===== config.mk =====
export PLATFORM = sky130hd
export DESIGN_NAME = crc_serial_param
export DESIGN_NICKNAME = d
export VERILOG_FILES = /design/src/rtl/crc_serial_param.sv
export SDC_FILE = /design/constraint.sdc
export NUM_CORES = 1
export LEC_CHECK = 0
export BUFFER_PORTS_ARGS = -buffer_cell sky130_fd_sc_hd__buf_2
export CAP_MARGIN = 20
export CORE_MARGIN = 5
export CORE_UTILIZATION = 48
export CTS_CLUSTER_DIAMETER = 80
export DETAILED_ROUTE_END_ITERATION = 8
export PLACE_DENSITY_LB_ADDON = 0.1
export SYNTH_ARGS = -nofsm -noshare
export SYNTH_HDL_FRONTEND = slang
export SYNTH_SLANG_ARGS = --single-unit

===== constraint.sdc =====
create_clock -name clk -period 2.5 [get_ports clk]
set_input_delay 0.25 -clock clk [delete_from_list [all_inputs] [get_ports clk]]
set_output_delay 0.25 -clock clk [all_outputs]
set_load 0.05 [all_outputs]

===== src/rtl/crc_serial_param.sv =====
// rtl/crc_serial_param.sv - parametrised bit-serial MSB-first CRC encoder with data echo and CRC append
// Optional receive-side residue check (crc_ok) enabled by defining CRC_CHECK_EN.
module crc_serial_param #(
    parameter int               CRC_W  = 16,
    parameter logic [CRC_W-1:0] POLY   = CRC_W'(16'h1021),
    parameter logic [CRC_W-1:0] INIT   = CRC_W'(16'hFFFF),
    parameter logic [CRC_W-1:0] XOROUT = CRC_W'(16'h0000)
`ifdef CRC_CHECK_EN
    ,
    parameter logic [CRC_W-1:0] RESIDUE = CRC_W'(16'h0000)
`endif
) (
    input  logic             clk,
    input  logic             rst,
    input  logic             load,
    input  logic             in_valid,
    input  logic             crc_in,
    input  logic             d_finish,
    output logic             crc_out,
    output logic             out_valid,
    output logic             busy,
    output logic             done,
    output logic [CRC_W-1:0] crc_val
`ifdef CRC_CHECK_EN
    ,
    output logic             crc_ok
`endif
);

    localparam int CNT_W = $clog2(CRC_W) + 1;

    typedef enum logic [1:0] {IDLE, SHIFT, FLUSH} state_t;

    state_t           state, state_next;
    logic [CRC_W-1:0] crc_reg, crc_upd, sreg;
    logic [CNT_W-1:0] cnt;
    logic             fb, last_bit;

    // Register value after absorbing this cycle's bit (if any)
    always_comb begin
        fb      = crc_reg[CRC_W-1] ^ crc_in;
        crc_upd = crc_reg;
        if (in_valid) begin
            crc_upd = {crc_reg[CRC_W-2:0], 1'b0} ^ (fb ? POLY : '0);
        end
    end

    assign last_bit = (cnt == CNT_W'(CRC_W - 1));

    always_comb begin
        state_next = state;
        case (state)
            IDLE:    if (load) state_next = SHIFT;
            SHIFT:   if (!load && d_finish) state_next = FLUSH;
            FLUSH:   if (last_bit) state_next = IDLE;
            default: state_next = IDLE;
        endcase
    end

    always_ff @(posedge clk) begin
        if (!rst) begin
            state     <= IDLE;
            crc_reg   <= INIT;
            sreg      <= '0;
            cnt       <= '0;
            crc_out   <= 1'b0;
            out_valid <= 1'b0;
            busy      <= 1'b0;
            done      <= 1'b0;
            crc_val   <= '0;
        end else begin
            state <= state_next;
            // busy stays up through the cycle that carries the last CRC bit
            busy  <= (state_next != IDLE) || (state == FLUSH);
            done  <= 1'b0;
            case (state)
                IDLE: begin
                    crc_out   <= 1'b0;
                    out_valid <= 1'b0;
                    if (load) crc_reg <= INIT;
                end
                SHIFT: begin
                    if (load) begin
                        crc_reg   <= INIT;
                        crc_out   <= 1'b0;
                        out_valid <= 1'b0;
                    end else begin
                        crc_reg   <= crc_upd;
                        crc_out   <= in_valid & crc_in;
                        out_valid <= in_valid;
                        if (d_finish) begin
                            sreg    <= crc_upd ^ XOROUT;
                            crc_val <= crc_upd ^ XOROUT;
                            cnt     <= '0;
                        end
                    end
                end
                FLUSH: begin
                    crc_out   <= sreg[CRC_W-1];
                    sreg      <= {sreg[CRC_W-2:0], 1'b0};
                    out_valid <= 1'b1;
                    done      <= last_bit;
                    cnt       <= last_bit ? '0 : cnt + CNT_W'(1);
                end
                default: begin
                    crc_out   <= 1'b0;
                    out_valid <= 1'b0;
                end
            endcase
        end
    end

`ifdef CRC_CHECK_EN
    // Compared before XOROUT so a frame carrying its own CRC lands on the fixed residue
    always_ff @(posedge clk) begin
        if (!rst) begin
            crc_ok <= 1'b0;
        end else if (load && state != FLUSH) begin
            crc_ok <= 1'b0;
        end else if (state == SHIFT && d_finish) begin
            crc_ok <= (crc_upd == RESIDUE);
        end
    end
`endif

endmodule


* After elaboration in Yosys (flattened, before gate mapping)
Index checks and enable logic that the tools add are counted.
Word-level totals: bits in registers 59, output and inout port bits 20, logic and storage cells 51, input bits 6
Operators by class: multiplexer cells 20, reductions and logical operators 11, eq/ne operators 6, bitwise operators 4, add/subtract/negate cells 1
Operator list (count):
- $mux 16 | 5
- $pmux 16 s2 | 2
- $xor 16x13->16 | 1
- $mux 5 | 3
- $mux 13 | 1
- $pmux 5 s2 | 1
- $mux 2 | 3
- $ne 2x2->1 const B | 3
- $pmux 2 s3 | 1
- $reduce_and 3->1 | 2
- $reduce_bool 2->1 | 3
- $add 5x1->5 const B | 1
- $eq 5x4->1 const B | 1
- $pmux 1 s2 | 2
- $reduce_and 2->1 | 2
- $eq 2x1->1 const B | 1
- $eq 2x2->1 const B | 1
- $logic_not 2->1 | 1
- $mux 1 | 2
- $and 1x1->1 | 1
- $logic_and 1x1->1 | 1
- $logic_not 1->1 | 1
- $logic_or 1x1->1 | 1
- $not 1->1 | 1
- $xor 1x1->1 | 1

* Longest topological paths before layout
Gate-level depths: netlist of run 1.
depth after elaboration 7, gate-level depth with buffers 8, depth with buffers taken out 5

* Worst setup path before layout of run 1
Ideal clock, no wire load.
kind register to register, start reg state[1], end reg sreg[10], required time 2383 ps, setup slack 812 ps, buffers on the path 3, clock period less this slack 1688 ps, stages on the path, launching flop included 9, data arrival time 1571 ps, setup time 117 ps, path through dfxtp_1 -> inv_1 -> ha_1 -> buf_2 -> nand2b_4 -> and3_1 -> clkbuf_2 -> buf_4 -> a22o_1
On the way: cells in the longest elaborated chain, start to end 3, elaborated cells between the ends (all ways) 7, classes of those cells eq/ne (4); mux (1); reduce/logical (2)
RTL lines:
- start: declaration | RTL line 34 | state_t state, state_next;
- start signal: assignment | RTL line 72 | state <= state_next;
- $eq 2x1->1 / $eq 2x2->1 (equally long branches) | RTL line 76 | case (state)
- $ne 2x2->1 (no source line) / $reduce_bool 2->1 (equally long branches)
- $reduce_and 3->1 (no source line)
- end signal: assignment | RTL line 92 | sreg <= crc_upd ^ XOROUT;
- end signal: assignment | RTL line 100 | sreg <= {sreg[CRC_W-2:0], 1'b0};
- end: declaration | RTL line 35 | logic [CRC_W-1:0] crc_reg, crc_upd, sreg;
Several ways; a longest one is shown, not always the timed one. A chain may end at the register's enable or synchronous reset.

* Worst setup path in the final report of run 1
start reg state[1], end reg sreg[9]
The elaborated chain is that of the path after synthesis.

==> metrics.md, run 1 <==
| Metric | Value |
|---|---|
| Outcome | completed |
| Setup tns final | 0 ps |
| Reg2Reg Depth | 5 |
| Total gr overflow | 0 |
| Crit-path max FO | 16 |
| Flops & latches, synth | between 50 and 60 |
| Area grow syn2layout | 11.48% |
| Number of max-cap violations | 0 |
| Final HPWL DP | 3.898 mm |
| Pleak | between 1 and 1.5 nW |
| EDFF count, synth | 0 |
| Slew @ Worst Pin | approximately 700 ps |
| Clock root buffer | clkbuf_8 |
| Worst hold path class | input port to flop |
| Fin cells | approximately 370 |
| Die outline area | 0.006997 mm^2 |
| Wire per inst | approximately 15 um |
| Crit path kind | flop to flop |
| Vias | about 2k |
| Depth of the CTS H-tree | 3 |
| Core ar. | slightly above 0.005 mm^2 |
| Vias in the first global route | 1887 |
| Clock period minus worst slack | around 1900 ps |
| Internal reg-to-reg setup slack | between 600 and 700 ps |
| Fraction of registers with async set/reset | 0 |
| Pin count of the biggest net entering global routing | 40 |
| Ys flop type | dfxtp_1 |
| Final routed DRC violation total | 0 |
| CP required | roughly 2800 ps |
| Fill count | 492 |
| Yosys Warn Count | 0 |
| Initial antenna violation count | 0 |
| GRT Total Usage | 0.1706 |
| Slowest cell on the critical path | and3_1 |
| Mapped Area | 0.002604 mm^2 |
| Placed cells | between 300 and 400 |
| RSZ-0062 raised after global routing | no |
| Worst-case clock buffer depth | 2 |
| Post-synth top area cell | dfxtp_1 |
| Final Wtd Congestion | around 0.78 |
| Post-CTS sizing | 0 |
| CP Capture Point | sreg[9] |
| Syn Nets | approximately 290 |
| Synth cell types | 43 |
| R2R Path End | sreg[9] |
| Fin worst setup slack | ~620 ps |
| Reg clk slew, reported paths | approximately 70 ps |
| Startpoint types | flop |
| Worst Path Buf+Inv | 1 |
| Hold_buf cts | 0 |
| Worst hold slack | about 320 ps |
| 1st-pass router iterations | 4 |
| Via-per-instance ratio | between 5 and 6 |
| Share of the synthesized area in the top cell type | 0.4536 |
| IO Pins | 26 |
| Ant. Diodes | 0 |
| Clock latency on the worst-skew pair | around 330 ps |
| DR iter-0 viols | around 120 |
| First-pass GRT wire length | about 9.5 mm |
| Max Slew Vio Count | 0 |
| Site Rows | 26 |
| Worst clock skew | about 7.7 ps |
| Achievable Freq | 531.9 MHz |
| Layout Nets | ~310 |
| Crit share post-route | 0.7520 |
| Cells after synthesis | roughly 280 |
| Die width | about 84 um |
| Pwr/cell area | roughly 660 mW/mm^2 |
| Share of layout cells above drive strength 1 | 0.1623 |
| Crit path largest cell delay | ~550 ps |
| Place WS | about 660 ps |
| Post-route ant nets | 0 |
| Worst path depth | 5 |
| Worst Setup End Kind | flop |
| R2r startpoint | state[1] |
| Syn avg cell area | 9.366 um^2 |
| Arrival time worst endpoint | around 2200 ps |
| Critical path's top delay family | simple AND/OR/NAND/NOR gates |
| Chip height | 83.65 um |
| CTS Buf Count | 9 |
| Final setup vio count | 0 |
| Max VDD drop | 0.3320 mV |
| Clock sinks | 59 |
| Initial Utilization | 0.5034 |
| Number of port buffers | 25 |
| CTS tree | done |
| Post-Route WL | 5.707 mm |
| Register area share after synthesis | 0.4536 |
| Post-CTS Setup Repair Bufs | 0 |
| Final hold violation count | 0 |
| Worst slew margin | 0.5347 |
| Critical Path Source | state[1] |
| CP cell instances | inv_1, ha_1, nand2b_4, and3_1, a22o_1 |
| Largest cells by area after synthesis | dfxtp_1 (45%), mux2i_1 (5.0%), a22o_1 (4.4%) |
==> per-layer routing <==
layer	GRT usage	wire (um)	part of all wire
met2	0.2726	2812	0.49
met3	0.05528	228	0.040
met1	0.2153	2646	0.46
met4	0.06140	19	0.0033
met5	0	0	0
==> layout make-up <==
cell class              count  area [um^2]  area share
clock buffers              12        145.1     0.05000
multi-input cells         189         1277      0.4401
repair buffers             30        162.7     0.05603
flip-flops and latches     59         1181      0.4069
inverters                   9        33.78     0.01164
clock inverters             3        15.01    0.005172
well taps                  70        87.58     0.03017
==> through the flow <==
stage | utilization | power [mW] | area [um^2]
2_1_floorplan | - | 1.174 | 2604
3_3_place_gp | 0.5302 | 1.219 | 2743
3_5_place_dp | 0.5302 | 1.220 | 2743
4_1_cts | 0.5612 | 1.957 | 2903
5_1_grt | 0.5612 | 2.019 | 2903
6_report | 0.5612 | 1.930 | 2903
==> worst min-delay path, cell delays in order <==
cell and delay (ps):
buf_2 170, a32oi_1 120, nor2_1 80
==> logic make-up (layout without fill, tap and decap cells) <==
kind of cell | after synthesis | count (layout) | synth area share
flops | 59 | 59 | 0.4536
fa+ha+maj | 5 | 5 | 0.02403
compound gates | 90 | 90 | 0.2446
xor+xnor | 4 | 4 | 0.02499
mux | 14 | 14 | 0.05430
buf+inv | 30 | 54 | 0.05574
simple gates | 76 | 76 | 0.1427
==> worst min-delay path by stage <==
stage / slack [ps] / startpoint / cells past startpoint / end
finish: 320 / crc_in / 3 / crc_out
global route: 340 / rst / 3 / crc_reg[14]
CTS: 300 / crc_in / 3 / crc_out
detailed placement: 450 / sreg[0] / 2 / sreg[0]
global placement: 440 / crc_val[0] / 2 / crc_val[0]
floorplan: 410 / rst / 2 / busy
==> power by group <==
| group | switching, mW | internal, mW | leakage (nW) | total [mW] |
|---|---|---|---|---|
| Clock | 0.354 | 0.376 | 0.0860 | 0.731 |
| Combinational | 0.146 | 0.0668 | 0.582 | 0.213 |
| Sequential | 0.0151 | 0.971 | 0.478 | 0.986 |
==> cell usage in the layout (no fill, tap or decap), types with 2 or more instances in the layout <==
| cell type | instances |
|---|---|
| a211o_1 | 4 |
| o2111ai_1 | 2 |
| clkbuf_1 | 2 |
| dfxtp_1 | 59 |
| ha_1 | 5 |
| nor2_1 | 26 |
| buf_4 | 5 |
| mux2i_1 | 13 |
| nand2_1 | 27 |
| inv_1 | 9 |
| o22ai_1 | 2 |
| a32o_1 | 2 |
| a22o_1 | 13 |
| o2bb2ai_1 | 10 |
| a32oi_1 | 2 |
| nand3_1 | 3 |
| a211oi_1 | 15 |
| xor3_1 | 2 |
| a21oi_1 | 12 |
| nand2b_1 | 2 |
| o21ai_0 | 22 |
| clkinv_2 | 3 |
| buf_2 | 25 |
| clkbuf_8 | 10 |
| nor2b_1 | 5 |
| nand4b_1 | 2 |
| and2_1 | 4 |
==> cell usage after synthesis, types with 2 or more instances <==
cell type and number:
nor2_1 26, buf_2 7, inv_1 9, o21ai_0 22
ha_1 5, o2111ai_1 2, nor2b_1 5, xor3_1 2
nand2b_1 2, o22ai_1 2, and2_1 4, nand2_1 27
a211oi_1 15, dfxtp_1 59, nand3_1 3, o2bb2ai_1 10
a32o_1 2, nand4b_1 2, a22o_1 13, clkbuf_1 8
a21oi_1 12, a32oi_1 2, buf_4 4, a211o_1 4
mux2i_1 13
(Power assumes the default switching activity.)
==> run 2, diff against run 1 <==
==> constraint.sdc (replaced) <==
create_clock -name clk -period 1.65 [get_ports clk]
set_input_delay 0.165 -clock clk [delete_from_list [all_inputs] [get_ports clk]]
set_output_delay 0.165 -clock clk [all_outputs]
set_load 0.05 [all_outputs]
==> run 2 against run 1 <==
Combinational power rose by 67%. Largest cell class unchanged. Critical path depth did not move. Highest routed layer unchanged. Register-to-register slack worse by 520 ps. Largest power group unchanged. Clock skew down 1.7 ps. Wire length grew 3.2%. Sequential share of layout area down 2.8 points.
==> metrics.md, run 2 (synthesized netlist as in run 1, its figures left out) <==
| Metric | Value |
|---|---|
| Final HPWL DP | about 4.1 mm |
| Clock sinks | between 50 and 60 |
| Clock root buffer | clkbuf_8 |
| DR iter-0 viols | between 80 and 90 |
| Max Slew Vio Count | 0 |
| Pwr/cell area | 1014 mW/mm^2 |
| Sw frac | 0.2743 |
| Clock power frac | 0.417 |
| 1st-pass router iterations | 5 |
| Hold Path Cell Cnt | 2 |
| Post-CTS Setup Repair Bufs | 0 |
| Combinational share of power | 0.112 |
| Core ar. | roughly 0.0052 mm^2 |
| Internal reg-to-reg setup slack | 100 ps |
| Worst-case clock buffer depth | 2 |
| Outcome | completed |
| Fill count | 468 |
| Worst Setup End Kind | flop |
| Layout Nets | approximately 320 |
| Setup tns final | 0 ps |
| RSZ-0062 raised after global routing | no |
| P_int | 2.303 mW |
| Reg power frac | 0.471 |
| Startpoint types | flop |
| Final routed DRC violation total | 0 |
| IO Pins | 26 |
| Crit-path max FO | 16 |
| Die outline area | roughly 0.0070 mm^2 |
| Crit share post-route | 0.9396 |
| Crit path largest cell delay | 500 ps |
| Power Total | ~3.2 mW |
| Depth of the CTS H-tree | 3 |
| R2R Path End | crc_reg[9] |
| Final Wtd Congestion | just under 0.8 |
| R2r startpoint | state[0] |
| Slowest cell on the critical path | mux2_2 |
| Achievable Freq | about 650 MHz |
| Vias in the first global route | 2023 |
| Final setup vio count | 0 |
| Share of layout cells above drive strength 1 | 0.2233 |
| Commonest non-fill, non-tap cell in the layout | dfxtp_1 |
| Initial Utilization | 0.5034 |
| Sw Pwr | slightly below 900 uW |
| Slew @ Worst Pin | between 600 and 700 ps |
| CP cell instances | inv_1, ha_1, mux2_2, o2bb2ai_1, nand2_1 |
| Total gr overflow | 0 |
| Final hold violation count | 0 |
| Chip height | between 80 and 90 um |
| Number of port buffers | 25 |
| Pin count of the biggest net entering global routing | 31 |
| Ant. Diodes | 0 |
| Reg clk slew, reported paths | 70 ps |
| Area grow syn2layout | 20.18% |
| Site Rows | 26 |
| Worst hold path class | input port to flop |
| Final Util | 0.6050 |
| Worst slew margin | 0.5826 |
| Clock period minus worst slack | ~1600 ps |
| Wire per inst | between 15 and 20 um |
| CP Capture Point | crc_reg[9] |
| Pleak | about 1.3 nW |
| Via-per-instance ratio | about 5.5 |
| Post-Route WL | approximately 6 mm |
| Worst hold slack | 120.7 ps |
| Post-route ant nets | 0 |
| CTS tree | done |
| Die width | 83.65 um |
| Clock latency on the worst-skew pair | 340 ps |
| Commonest cells after routing, fill and taps aside | dfxtp_1 (57), nand2_1 (27), nor2_1 (26) |
| Arrival time worst endpoint | 1780 ps |
| Initial antenna violation count | 0 |
| Reg2Reg Depth | 5 |
| CTS Buf Count | 9 |
| Worst clock skew | 6.026 ps |
| Crit path kind | flop to flop |
| Vias | approximately 2.1k |
| GRT Total Usage | 0.1791 |
| CP required | between 1500 and 2000 ps |
| Max VDD drop | approximately 0.70 mV |
| First-pass GRT wire length | about 10 mm |
| Number of max-cap violations | 0 |
| Critical Path Source | state[0] |
-- run 2: repair_timing --
item / CTS / global route
pin swaps: 0 / 0
hold buffers: 0 / 0
endpoints found under the setup margin: 2 / 6
resized for setup: 1 / 5
-- run 2: how the worst min path moves through the flow --
| stage | startpoint | end | slack, ps |
|---|---|---|---|
| 2_1_floorplan | rst | busy | 320 |
| 3_3_place_gp | sreg[0] | sreg[0] | 440 |
| 3_5_place_dp | sreg[0] | sreg[0] | 450 |
| 4_1_cts | rst | crc_reg[6] | 100 |
| 5_1_grt | rst | crc_reg[9] | 120 |
| 6_report | rst | crc_reg[6] | 120 |
-- run 2: worst max-delay path, delay by kind of cell, from the launching register on --
kind | cells | cell delay [ps]
AO/OA/AOI/OAI | 1 | 180
adder cells (fa/ha/maj) | 1 | 230
buffers and inverters | 1 | 90
flip-flops | 1 | 370
multiplexers | 1 | 500
AND/OR/NAND/NOR | 1 | 70
-- run 2: routing by layer --
metal / global-route usage / vias to the layer above / routed length (um)
met5: 0 / - / 0
li1: - / 1074 / -
met2: 0.2972 / 38 / 2987
met4: 0.07310 / 0 / 138
met1: 0.2178 / 1000 / 2556
met3: 0.05035 / 14 / 208
-- run 2: power by group through the flow --
stage,combinational [mW],clock (mW),sequential (mW)
floorplan,0.183,0,1.60
global placement,0.347,0,1.52
detailed placement,0.350,0,1.53
CTS,0.352,1.36,1.49
global route,0.385,1.44,1.50
finish,0.355,1.32,1.50
-- run 2: final cells by class --
| cell class | instances | area, um^2 | area share |
|---|---|---|---|
| clock buffer | 9 | 123.9 | 0.03958 |
| clock inverter | 7 | 77.57 | 0.02479 |
| inverter | 9 | 33.78 | 0.01080 |
| multi-input combinational | 189 | 1295 | 0.4138 |
| sequential | 59 | 1186 | 0.3790 |
| tap | 70 | 87.58 | 0.02799 |
| timing repair buffer | 45 | 325.3 | 0.1040 |
-- run 2: through the flow --
step,area [um^2],worst slack [ps],std cells
6_report,3129,99.74,388
5_1_grt,3129,5.608,388
4_1_cts,3110,21.93,388
3_5_place_dp,2907,-8.766,372
3_3_place_gp,2907,28.96,372
2_1_floorplan,2608,1.838,278
==> run 3, diff against run 2 <==
==> constraint.sdc (replaced) <==
create_clock -name clk -period 1.3 [get_ports clk]
set_input_delay 0.13 -clock clk [delete_from_list [all_inputs] [get_ports clk]]
set_output_delay 0.13 -clock clk [all_outputs]
set_load 0.05 [all_outputs]
==> run 3 against run 2 <==
The flow now finishes with violations (setup timing). Setup slack worse by 280 ps. Clock power up 23%. Sequential cell count unchanged. Wire length up 23%. Via count up 11%. Final cell count up 9.5%. Sequential power up 27%. Critical endpoint is now crc_val[10]. Global-route usage up 1.4 points. Maximum frequency up 4.7%. Largest power group unchanged.
==> metrics.md, run 3 (synthesized netlist as in run 1, its figures left out) <==
| Metric | Value |
|---|---|
| Worst Setup End Kind | flop |
| Worst clock skew | 7.493 ps |
| Final HPWL DP | approximately 4.3 mm |
| Failing checks | setup timing |
| Post-route ant nets | 0 |
| Chip height | 83.65 um |
| Final routed DRC violation total | 0 |
| Startpoint types | flop |
| Fill count | about 370 |
| CTS tree | done |
| Fin worst setup slack | -181.1 ps |
| Number of max-cap violations | 0 |
| Vias in the first global route | about 2.2k |
| Worst hold path class | input port to flop |
| Final setup vio count | 54 |
| Depth of the CTS H-tree | 3 |
| Placed cells | approximately 400 |
| Area grow syn2layout | 43.87% |
| Internal reg-to-reg setup slack | -180 ps |
| Clock sinks | 59 |
| R2R Path End | crc_val[10] |
| GRT Total Usage | 0.1927 |
| Site Rows | 26 |
| Clock root buffer | clkbuf_8 |
| Arrival time worst endpoint | 1720 ps |
| IO Pins | 26 |
| Hold path endpoint | cnt[4] |
| Core ar. | between 0.005 and 0.006 mm^2 |
| Outcome | finished, violations left |
| Reg clk slew, reported paths | approximately 60 ps |
| Slew @ Worst Pin | approximately 330 ps |
| Slowest cell on the critical path | dfxtp_2 |
| Final hold violation count | 0 |
| 1st-pass router iterations | 5 |
| First-pass GRT wire length | between 10 and 15 mm |
| Worst-case clock buffer depth | 2 |
| Ant. Diodes | 0 |
| Multi-input logic area | around 0.0016 mm^2 |
| Critical path's top delay family | simple AND/OR/NAND/NOR gates |
| Crit share post-route | 1.139 |
| Crit path largest cell delay | 340 ps |
| Post-Route WL | 7.216 mm |
| Power Total | ~4.2 mW |
| Pwr/cell area | approximately 1100 mW/mm^2 |
| Clock period minus worst slack | approximately 1500 ps |
| Layout Nets | 362 |
| Final Util | 0.7242 |
| Fin cells | 425 |
| Reg area | ~0.0012 mm^2 |
| Die width | 83.65 um |
| CP cell instances | buf_6, ha_4, and3b_2, buf_12, nor2_1, a211oi_1 |
| Hold wc startpoint | rst |
| Pin count of the biggest net entering global routing | 31 |
| R2r startpoint | state[0] |
| Initial antenna violation count | 0 |
| Total gr overflow | 0 |
| Max VDD drop | a little over 1 mV |
| RSZ-0062 raised after global routing | yes |
| Clock latency on the worst-skew pair | around 340 ps |
| Crit-path max FO | 8 |
| CP required | about 1500 ps |
| Commonest non-fill, non-tap cell in the layout | dfxtp_1 |
| DR iter-0 viols | between 80 and 90 |
| Via-per-instance ratio | between 5 and 6 |
| Hold_buf cts | 0 |
| Pleak | approximately 1.5 nW |
| Number of port buffers | 25 |
| Commonest cells after routing, fill and taps aside | dfxtp_1 (56), buf_4 (43), nand2_1 (27) |
| CTS Buf Count | 9 |
| Max Slew Vio Count | 0 |
| Vias | approximately 2.4k |
| Share of layout cells above drive strength 1 | 0.4451 |
| Crit path kind | flop to flop |
| Achievable Freq | between 600 and 700 MHz |
| Worst Path Buf+Inv | 2 |
| Reg2Reg Depth | 6 |
| Hold Path Cell Cnt | 3 |
| Final Wtd Congestion | 0.8192 |
| Initial Utilization | 0.5034 |
| Die outline area | between 0.006 and 0.007 mm^2 |
| Worst slew margin | 0.7710 |
| Wire per inst | roughly 17 um |
## run 3: cell types whose count changed in the layout (fill, tap and decap cells not counted), moves of 3 or more
cell	change
a211oi_1	-13
a21oi_1	-5
o21ai_0	-5
o2bb2ai_1	-3
buf_6	+8
a211oi_2	+13
nor2_2	+3
inv_1	-3
buf_4	+27
nor2_4	+8
a21oi_2	+4
nor2_1	-11
o2bb2ai_2	+3
o21ai_1	+3
## run 3: worst max path at each step
stage             endpoint      from  cells past startpoint  slack [ps]
2_1_floorplan     sreg[10]  state[1]                      8        -210
3_3_place_gp    crc_reg[4]  state[1]                      5        -170
3_5_place_dp      sreg[12]  state[0]                      5        -200
4_1_cts        crc_reg[12]  state[1]                      5        -110
5_1_grt        crc_val[10]  state[0]                      6        -290
6_report       crc_val[10]  state[0]                      6        -180
## run 3: final cells by class
type | instances | area share
sequential | 59 | 0.3170
timing repair buffer | 82 | 0.1784
multi-input combinational | 190 | 0.4205
tap | 70 | 0.02338
clock buffer | 10 | 0.03674
clock inverter | 5 | 0.01436
inverter | 9 | 0.009686
## run 3: per-stage QoR
step	setup TNS (ps)	worst slack [ps]	instance area, um^2	hold WS (ps)
after floorplan	-4947	-208.1	2664	286.1
after global placement	-5047	-174.0	3131	446.8
after detailed placement	-6456	-196.3	3131	449.3
after CTS	-2500	-111.8	3428	146.8
after global routing	-7960	-287.2	3746	201.3
final	-4573	-181.1	3746	189.3
## run 3: what timing repair did
item | 4_1_cts | 5_1_grt
gates cloned | 2 | 2
endpoints found under the setup margin | 55 | 56
resized for setup | 23 | 51
pin swaps | 10 | 20
buffers inserted | 2 | 5
## run 3: worst reg2reg max path: cells and delay by family (launching register included)
family / cells / cell delay, ps
compound gates: 1 / 200
fa+ha+maj: 1 / 180
buf+inv: 2 / 280
flops: 1 / 340
simple gates: 2 / 380
## run 3: power by group
group	internal, mW	switching, mW	total (mW)
clock network	0.919	0.714	1.63
registers	1.87	0.0374	1.90
logic	0.260	0.363	0.623
## run 3: per-layer routing
metal,global-route usage,up-vias,wire [um]
met1,0.2459,1143,3244
met2,0.3044,39,3525
met3,0.04738,18,259
li1,-,1156,-
met5,0,-,0
met4,0.09211,0,187
